[src/rtl/multicycle_controller_if.sv]
// Control bundle between the multicycle controller and its datapath.
// master = controller side, slave = datapath side.
interface multicycle_controller_if #(
  parameter int ALUCTRL_W = 3
);
  logic [6:0]           op;
  logic [2:0]           funct3;
  logic                 funct7b5;
  logic                 Zero;
  logic                 MemReady;
  logic                 PCWrite;
  logic                 AdrSrc;
  logic                 MemWrite;
  logic                 IRWrite;
  logic                 RegWrite;
  logic [1:0]           ResultSrc;
  logic [1:0]           ALUSrcA;
  logic [1:0]           ALUSrcB;
  logic [1:0]           ImmSrc;
  logic [ALUCTRL_W-1:0] ALUControl;
  logic                 InstrDone;
  logic [3:0]           State;

  modport master (
    input  op, funct3, funct7b5, Zero, MemReady,
    output PCWrite, AdrSrc, MemWrite, IRWrite,
    output RegWrite, ResultSrc, ALUSrcA, ALUSrcB,
    output ImmSrc, ALUControl, InstrDone, State
  );

  modport slave (
    output op, funct3, funct7b5, Zero, MemReady,
    input  PCWrite, AdrSrc, MemWrite, IRWrite,
    input  RegWrite, ResultSrc, ALUSrcA, ALUSrcB,
    input  ImmSrc, ALUControl, InstrDone, State
  );
endinterface

[src/rtl/multicycle_controller.sv]
// Multicycle RV32I control FSM with memory wait states.
// ILLEGAL_TRAP_EN: unlisted opcodes lock the FSM in TRAP until reset.
module multicycle_controller #(
  parameter int ALUCTRL_W = 3
) (
  input  logic                   CLK,
  input  logic                   RST_N,
  multicycle_controller_if.master bus
);

  typedef enum logic [3:0] {
    FETCH    = 4'd0,
    DECODE   = 4'd1,
    MEMADR   = 4'd2,
    MEMREAD  = 4'd3,
    MEMWB    = 4'd4,
    MEMWRITE = 4'd5,
    EXECUTER = 4'd6,
    EXECUTEI = 4'd7,
    ALUWB    = 4'd8,
    BEQ      = 4'd9,
    JAL      = 4'd10,
    TRAP     = 4'd11
  } state_t;

  localparam logic [6:0] OP_LW  = 7'b0000011;
  localparam logic [6:0] OP_SW  = 7'b0100011;
  localparam logic [6:0] OP_R   = 7'b0110011;
  localparam logic [6:0] OP_I   = 7'b0010011;
  localparam logic [6:0] OP_B   = 7'b1100011;
  localparam logic [6:0] OP_JAL = 7'b1101111;

  localparam logic [3:0] ALU_ADD = 4'b0000;
  localparam logic [3:0] ALU_SUB = 4'b0001;
  localparam logic [3:0] ALU_AND = 4'b0010;
  localparam logic [3:0] ALU_OR  = 4'b0011;
  localparam logic [3:0] ALU_XOR = 4'b0100;
  localparam logic [3:0] ALU_SLT = 4'b0101;
  localparam logic [3:0] ALU_SLL = 4'b0110;
  localparam logic [3:0] ALU_SRL = 4'b0111;
  localparam logic [3:0] ALU_SRA = 4'b1111;

  localparam bit WIDE = (ALUCTRL_W == 4);

  state_t               state;
  state_t               state_nx;
  logic [ALUCTRL_W-1:0] alu_f;
  logic [ALUCTRL_W-1:0] alu;
  logic                 pc_update;
  logic                 branch;
  logic                 adr_src;
  logic                 mem_write;
  logic                 ir_write;
  logic                 reg_write;
  logic                 done;
  logic [1:0]           result_src;
  logic [1:0]           src_a;
  logic [1:0]           src_b;
  logic [1:0]           imm_src;

  always_ff @(posedge CLK or negedge RST_N) begin
    if (!RST_N) state <= FETCH;
    else        state <= state_nx;
  end

  // sub only for R-type; narrow ALU falls back to add
  always_comb begin
    alu_f = ALUCTRL_W'(ALU_ADD);
    unique case (bus.funct3)
      3'b000: if (bus.funct7b5 && bus.op[5])
                alu_f = ALUCTRL_W'(ALU_SUB);
      3'b010: alu_f = ALUCTRL_W'(ALU_SLT);
      3'b110: alu_f = ALUCTRL_W'(ALU_OR);
      3'b111: alu_f = ALUCTRL_W'(ALU_AND);
      3'b100: if (WIDE) alu_f = ALUCTRL_W'(ALU_XOR);
      3'b001: if (WIDE) alu_f = ALUCTRL_W'(ALU_SLL);
      3'b101: if (WIDE)
                alu_f = bus.funct7b5 ? ALUCTRL_W'(ALU_SRA)
                                     : ALUCTRL_W'(ALU_SRL);
      default: alu_f = ALUCTRL_W'(ALU_ADD);
    endcase
  end

  always_comb begin
    state_nx   = state;
    alu        = ALUCTRL_W'(ALU_ADD);
    pc_update  = 1'b0;
    branch     = 1'b0;
    adr_src    = 1'b0;
    mem_write  = 1'b0;
    ir_write   = 1'b0;
    reg_write  = 1'b0;
    done       = 1'b0;
    result_src = 2'b00;
    src_a      = 2'b00;
    src_b      = 2'b00;
    imm_src    = 2'b00;
    case (state)
      FETCH: begin
        ir_write   = bus.MemReady;
        pc_update  = bus.MemReady;
        src_b      = 2'b10;
        result_src = 2'b10;
        if (bus.MemReady) state_nx = DECODE;
      end
      DECODE: begin
        src_a   = 2'b01;
        src_b   = 2'b01;
        imm_src = 2'b10;
        unique case (bus.op)
          OP_LW, OP_SW: state_nx = MEMADR;
          OP_R:         state_nx = EXECUTER;
          OP_I:         state_nx = EXECUTEI;
          OP_B:         state_nx = BEQ;
          OP_JAL:       state_nx = JAL;
          default: begin
`ifdef ILLEGAL_TRAP_EN
            state_nx = TRAP;
`else
            state_nx = FETCH;
            done     = 1'b1;
`endif
          end
        endcase
      end
      MEMADR: begin
        src_a    = 2'b10;
        src_b    = 2'b01;
        imm_src  = bus.op[5] ? 2'b01 : 2'b00;
        state_nx = bus.op[5] ? MEMWRITE : MEMREAD;
      end
      MEMREAD: begin
        adr_src = 1'b1;
        if (bus.MemReady) state_nx = MEMWB;
      end
      MEMWB: begin
        result_src = 2'b01;
        reg_write  = 1'b1;
        done       = 1'b1;
        state_nx   = FETCH;
      end
      MEMWRITE: begin
        adr_src   = 1'b1;
        mem_write = 1'b1;
        done      = bus.MemReady;
        if (bus.MemReady) state_nx = FETCH;
      end
      EXECUTER: begin
        src_a    = 2'b10;
        alu      = alu_f;
        state_nx = ALUWB;
      end
      EXECUTEI: begin
        src_a    = 2'b10;
        src_b    = 2'b01;
        alu      = alu_f;
        state_nx = ALUWB;
      end
      ALUWB: begin
        reg_write = 1'b1;
        done      = 1'b1;
        state_nx  = FETCH;
      end
      BEQ: begin
        src_a    = 2'b10;
        alu      = ALUCTRL_W'(ALU_SUB);
        branch   = 1'b1;
        done     = 1'b1;
        state_nx = FETCH;
      end
      JAL: begin
        src_a     = 2'b01;
        src_b     = 2'b10;
        pc_update = 1'b1;
        state_nx  = ALUWB;
      end
      TRAP:    state_nx = TRAP;
      default: state_nx = FETCH;
    endcase
  end

  // enables are gated by reset so nothing leaks while RST_N is low
  assign bus.PCWrite    = RST_N & (pc_update | (branch & bus.Zero));
  assign bus.IRWrite    = RST_N & ir_write;
  assign bus.MemWrite   = RST_N & mem_write;
  assign bus.RegWrite   = RST_N & reg_write;
  assign bus.InstrDone  = RST_N & done;
  assign bus.AdrSrc     = adr_src;
  assign bus.ResultSrc  = result_src;
  assign bus.ALUSrcA    = src_a;
  assign bus.ALUSrcB    = src_b;
  assign bus.ImmSrc     = imm_src;
  assign bus.ALUControl = alu;
  assign bus.State      = state;

endmodule

[src/flat_wrapper.sv]
// flat-port wrapper written by rule: the top's interface ports become plain ports
module multicycle_controller_flat 
#(
  parameter int ALUCTRL_W = 3
)
  (CLK, RST_N, bus_op, bus_funct3, bus_funct7b5, bus_Zero, bus_MemReady, bus_PCWrite, bus_AdrSrc, bus_MemWrite, bus_IRWrite, bus_RegWrite, bus_ResultSrc, bus_ALUSrcA, bus_ALUSrcB, bus_ImmSrc, bus_ALUControl, bus_InstrDone, bus_State);
  multicycle_controller_if #(.ALUCTRL_W(ALUCTRL_W)) bus_i ();
  input  logic CLK;
  input  logic RST_N;
  input wire logic [$bits(bus_i.op)-1:0] bus_op;
  input wire logic [$bits(bus_i.funct3)-1:0] bus_funct3;
  input wire logic [$bits(bus_i.funct7b5)-1:0] bus_funct7b5;
  input wire logic [$bits(bus_i.Zero)-1:0] bus_Zero;
  input wire logic [$bits(bus_i.MemReady)-1:0] bus_MemReady;
  output wire logic [$bits(bus_i.PCWrite)-1:0] bus_PCWrite;
  output wire logic [$bits(bus_i.AdrSrc)-1:0] bus_AdrSrc;
  output wire logic [$bits(bus_i.MemWrite)-1:0] bus_MemWrite;
  output wire logic [$bits(bus_i.IRWrite)-1:0] bus_IRWrite;
  output wire logic [$bits(bus_i.RegWrite)-1:0] bus_RegWrite;
  output wire logic [$bits(bus_i.ResultSrc)-1:0] bus_ResultSrc;
  output wire logic [$bits(bus_i.ALUSrcA)-1:0] bus_ALUSrcA;
  output wire logic [$bits(bus_i.ALUSrcB)-1:0] bus_ALUSrcB;
  output wire logic [$bits(bus_i.ImmSrc)-1:0] bus_ImmSrc;
  output wire logic [$bits(bus_i.ALUControl)-1:0] bus_ALUControl;
  output wire logic [$bits(bus_i.InstrDone)-1:0] bus_InstrDone;
  output wire logic [$bits(bus_i.State)-1:0] bus_State;
  assign bus_i.op = bus_op;
  assign bus_i.funct3 = bus_funct3;
  assign bus_i.funct7b5 = bus_funct7b5;
  assign bus_i.Zero = bus_Zero;
  assign bus_i.MemReady = bus_MemReady;
  assign bus_PCWrite = bus_i.PCWrite;
  assign bus_AdrSrc = bus_i.AdrSrc;
  assign bus_MemWrite = bus_i.MemWrite;
  assign bus_IRWrite = bus_i.IRWrite;
  assign bus_RegWrite = bus_i.RegWrite;
  assign bus_ResultSrc = bus_i.ResultSrc;
  assign bus_ALUSrcA = bus_i.ALUSrcA;
  assign bus_ALUSrcB = bus_i.ALUSrcB;
  assign bus_ImmSrc = bus_i.ImmSrc;
  assign bus_ALUControl = bus_i.ALUControl;
  assign bus_InstrDone = bus_i.InstrDone;
  assign bus_State = bus_i.State;
  multicycle_controller #(.ALUCTRL_W(ALUCTRL_W)) u_core (.CLK(CLK), .RST_N(RST_N), .bus(bus_i));
endmodule
[config.mk]
export PLATFORM = sky130hd
export DESIGN_NAME = multicycle_controller_flat
export DESIGN_NICKNAME = d
export VERILOG_FILES = /design/src/rtl/multicycle_controller_if.sv /design/src/rtl/multicycle_controller.sv /design/src/flat_wrapper.sv
export SDC_FILE = /design/constraint.sdc
export NUM_CORES = 1
export LEC_CHECK = 0
export BUFFER_PORTS_ARGS = -buffer_cell sky130_fd_sc_hd__buf_2
export CAP_MARGIN = 0
export CORE_ASPECT_RATIO = 1.1
export CORE_MARGIN = 3
export CORE_UTILIZATION = 42
export DETAILED_ROUTE_END_ITERATION = 8
export GPL_ROUTABILITY_DRIVEN = 0
export PLACE_DENSITY = 0.77
export SYNTH_ARGS = -nofsm -noshare
export SYNTH_HDL_FRONTEND = slang
export SYNTH_SLANG_ARGS = --single-unit
[constraint.sdc]
create_clock -name CLK -period 1.9 [get_ports CLK]
set_input_delay 0.38 -clock CLK [delete_from_list [all_inputs] [get_ports CLK]]
set_output_delay 0.38 -clock CLK [all_outputs]
set_load 0.03 [all_outputs]
==> flow_metrics.py <==
metrics = {
    "outcome": {
        "status": "finished with violations",
        "violations": "negative setup slack",
    },
    "synth": {
        "synth-xor-area-share_pct": 5.691,
        "ys_seq_elements": 4,
        "ys_async_sr_fraction_pct": 100.0,
        "synth.top_cells.by_count": "nor2_1 (10), nand2_1 (8), nand2b_1 (7)",
        "synth.area.top_cells": "dfrtp_1 (16%), nand2b_1 (7.1%), nor2_1 (6.1%), nand2_1 (4.9%), a21oi_1 (4.1%)",
        "yosys.area_share.simple_pct": 45.93,
        "netlist_area_sq_um": 615.6,
        "synth_seq_area_share_pct": 16.26,
        "synth.most_common_cell": "nor2_1",
        "synthAdderAreaFrac_pct": 0,
        "ys.flop_type": "dfrtp_1",
        "yosys.area.top_type_share_pct": 16.26,
        "synth-edff-count": 0,
        "synth_area_per_cell_sq_um": 6.995,
        "postSynthNetCount": 103,
        "yosysTopAreaCell": "dfrtp_1",
        "synth_top_family_by_area": "simple AND/OR/NAND/NOR gates",
        "yosys_warnings": 0,
        "synth.area.mux_share_pct": 1.829,
        "synth-compound-area-share_pct": 21.95,
        "synthCells": 88,
        "synth_cell_type_count": 35,
    },
    "pwr": {
        "ir_worst_vdd_mv": 0.8642,
        "pwr_density_cell_nw_per_um2": 1252,
        "power_w": 0.001450,
        "leakage_nw": 0.5337,
    },
    "setup_path": {
        "worstSetupStartpointType": "flop",
        "arrival_ns": 1.67,
        "criticalPathCategory": "reg2out",
        "worstRegToRegCells": 6,
        "timing.rr.start": "u_core.bus.State[2]",
        "cp-startpoint": "u_core.bus.State[2]",
        "crit_path_end_kind": "output pin",
        "cp_data_required_time_ns": 1.52,
        "critPathMaxFanout": 18,
        "r2r_end": "u_core.bus.State[2]",
        "regToRegSetupSlack_ns": 0.07,
    },
    "clock_tree": {
        "clk_pin_slew_ns": 0.04,
        "clk_latency_ns": 0.25,
        "cts.sinks": 4,
        "htreeDepth": 1,
        "cts-root-buf": "clkbuf_4",
        "ctsLongestPathBuffers": 2,
        "cts_tree": "done",
        "cts_buffers": 3,
    },
    "routing": {
        "viasPerCell": 5.862,
        "first_iter_violations": 19,
        "first_pass_iters": 4,
        "drcViolationCount": 0,
        "drtAntennaViolNets": 0,
        "routedWlPerCell_microns": 17.07,
        "routed_wl_microns": 2595,
        "vias": 891,
    },
    "timing": {
        "fin_skew_ns": 0.002778,
        "whs_ns": 0.4738,
        "post-route-period-util_pct": 107.8,
        "fin_ws_ns": -0.1484,
        "hold_viol_final": 0,
        "setup_viol": 12,
        "setup_tns_ns": -0.5188,
        "fmax_mhz": 488.2,
        "period_minus_slack_ns": 2.048,
        "rsz0062_at_grt": "yes",
        "tightest_slew_ns": 0.5950,
        "max-slew-margin-rel_pct": 59.96,
        "slew_viol_final": 0,
    },
    "min_path": {
        "holdCritStartpoint": "bus_MemReady",
        "hold_depth": 2,
        "hold_end": "u_core.bus.State[2]",
        "hold_class": "in2reg",
    },
    "placement": {
        "dp_cells": 140,
        "dp_hpwl_microns": 1434,
        "port_buffers": 35,
    },
    "floorplanning": {
        "die_width_microns": 42.50,
        "coreArea_sq_um": 1269,
        "ioPinCount": 36,
        "dieHeight_microns": 46.15,
        "row_count": 13,
        "start_util_pct": 48.52,
        "dieArea_sq_um": 1961,
    },
    "grt": {
        "grt_max_degree": 19,
        "grt_busiest_layer": "met2",
        "grt_remaining_overflow": 0,
        "track_usage_pct": 20.43,
        "grt_pass1_wl_microns": 3146,
        "grt_use_met2_pct": 40.12,
        "grt_pass1_vias": 758,
        "antenna_found_initial": 0,
        "grt_use_met3_pct": 1.172,
        "use_met1_pct": 25.00,
    },
    "cells_and_area": {
        "instances_no_fill": 152,
        "drive_gt1_share_pct": 58.39,
        "largest_reg_flops": 4,
        "antenna_cells": 0,
        "nNetsFinal": 153,
        "syn2layout_area_growth_pct": 88.01,
        "final_util_pct": 91.22,
    },
    "job": {
        "max_cap_violations": 0,
    },
}
==> layout make-up <==
class / count / area, sq um
clock buffer: 4 / 26.28
inverter: 4 / 17.52
timing repair buffer: 51 / 400.4
multi-input combinational: 74 / 589.3
sequential: 4 / 105.1
fill: 60 / 111.4
tap: 15 / 18.77
==> where the power goes <==
group | internal (W) | total, W | switching (W)
registers | 0.000108 | 0.000130 | 0.0000223
logic | 0.000532 | 0.00119 | 0.000662
clock network | 0.0000795 | 0.000125 | 0.0000458
total | 0.000720 | 0.00145 | 0.000730
==> critical path: stages, from the launching register on <==
cell and delay (ns):
dfrtp_2 0.36, buf_4 0.25, nor2b_1 0.23, o21ai_0 0.11
a21oi_1 0.18, o21a_2 0.16, buf_6 0.12
==> per-stage QoR <==
stage / setup WS [ns] / cell area, sq um
5_1_grt: -0.2049 / 1157
3_3_place_gp: 0.08877 / 920.9
6_report: -0.1484 / 1157
2_1_floorplan: -0.09500 / 691.9
4_1_cts: -0.05904 / 1027
3_5_place_dp: 0.05647 / 920.9
==> what timing repair did <==
action,4_1_cts,5_1_grt
resized for setup,12,28
endpoints found under the hold margin,4,0
setup buffers,4,2
endpoints found under the setup margin,6,14
hold buffers,1,0
pin swaps,3,3
gates cloned,0,1
==> cell usage in the layout (no fill, tap or decap), drive strengths merged, types with 2 or more instances in the layout <==
master,count
inv,4
a21oi,5
nor2b,4
o21ai,3
clkbuf,6
dfrtp,4
nor4,4
o22ai,2
and3,3
nand2b,7
nor2,10
o21a,3
nand3,3
a31oi,2
xnor2,2
nand2,8
xor2,2
nor3,4
buf,48
==> per-layer routing <==
metal  vias to the layer above  wire (microns)
li1                        416               -
met1                       419            1013
met2                        50            1350
met3                         6             156
met4                         0              74
met5                         -               0
==> logic make-up (layout without fill, tap and decap cells) <==
group	count (synthesis)	after routing
AOI/OAI and AO/OA	20	20
xor gates and xnor gates	4	4
buffers and inverters	10	59
DFF	4	4
muxes	1	1
and+or+nand+nor	49	49
==> how the worst max path moves through the flow <==
stage / to / depth (start not counted)
floorplan: bus_RegWrite / 3
global placement: bus_InstrDone / 6
detailed placement: bus_InstrDone / 6
CTS: bus_InstrDone / 4
global route: bus_InstrDone / 6
finish: bus_InstrDone / 6
(Power assumes the default switching activity.)
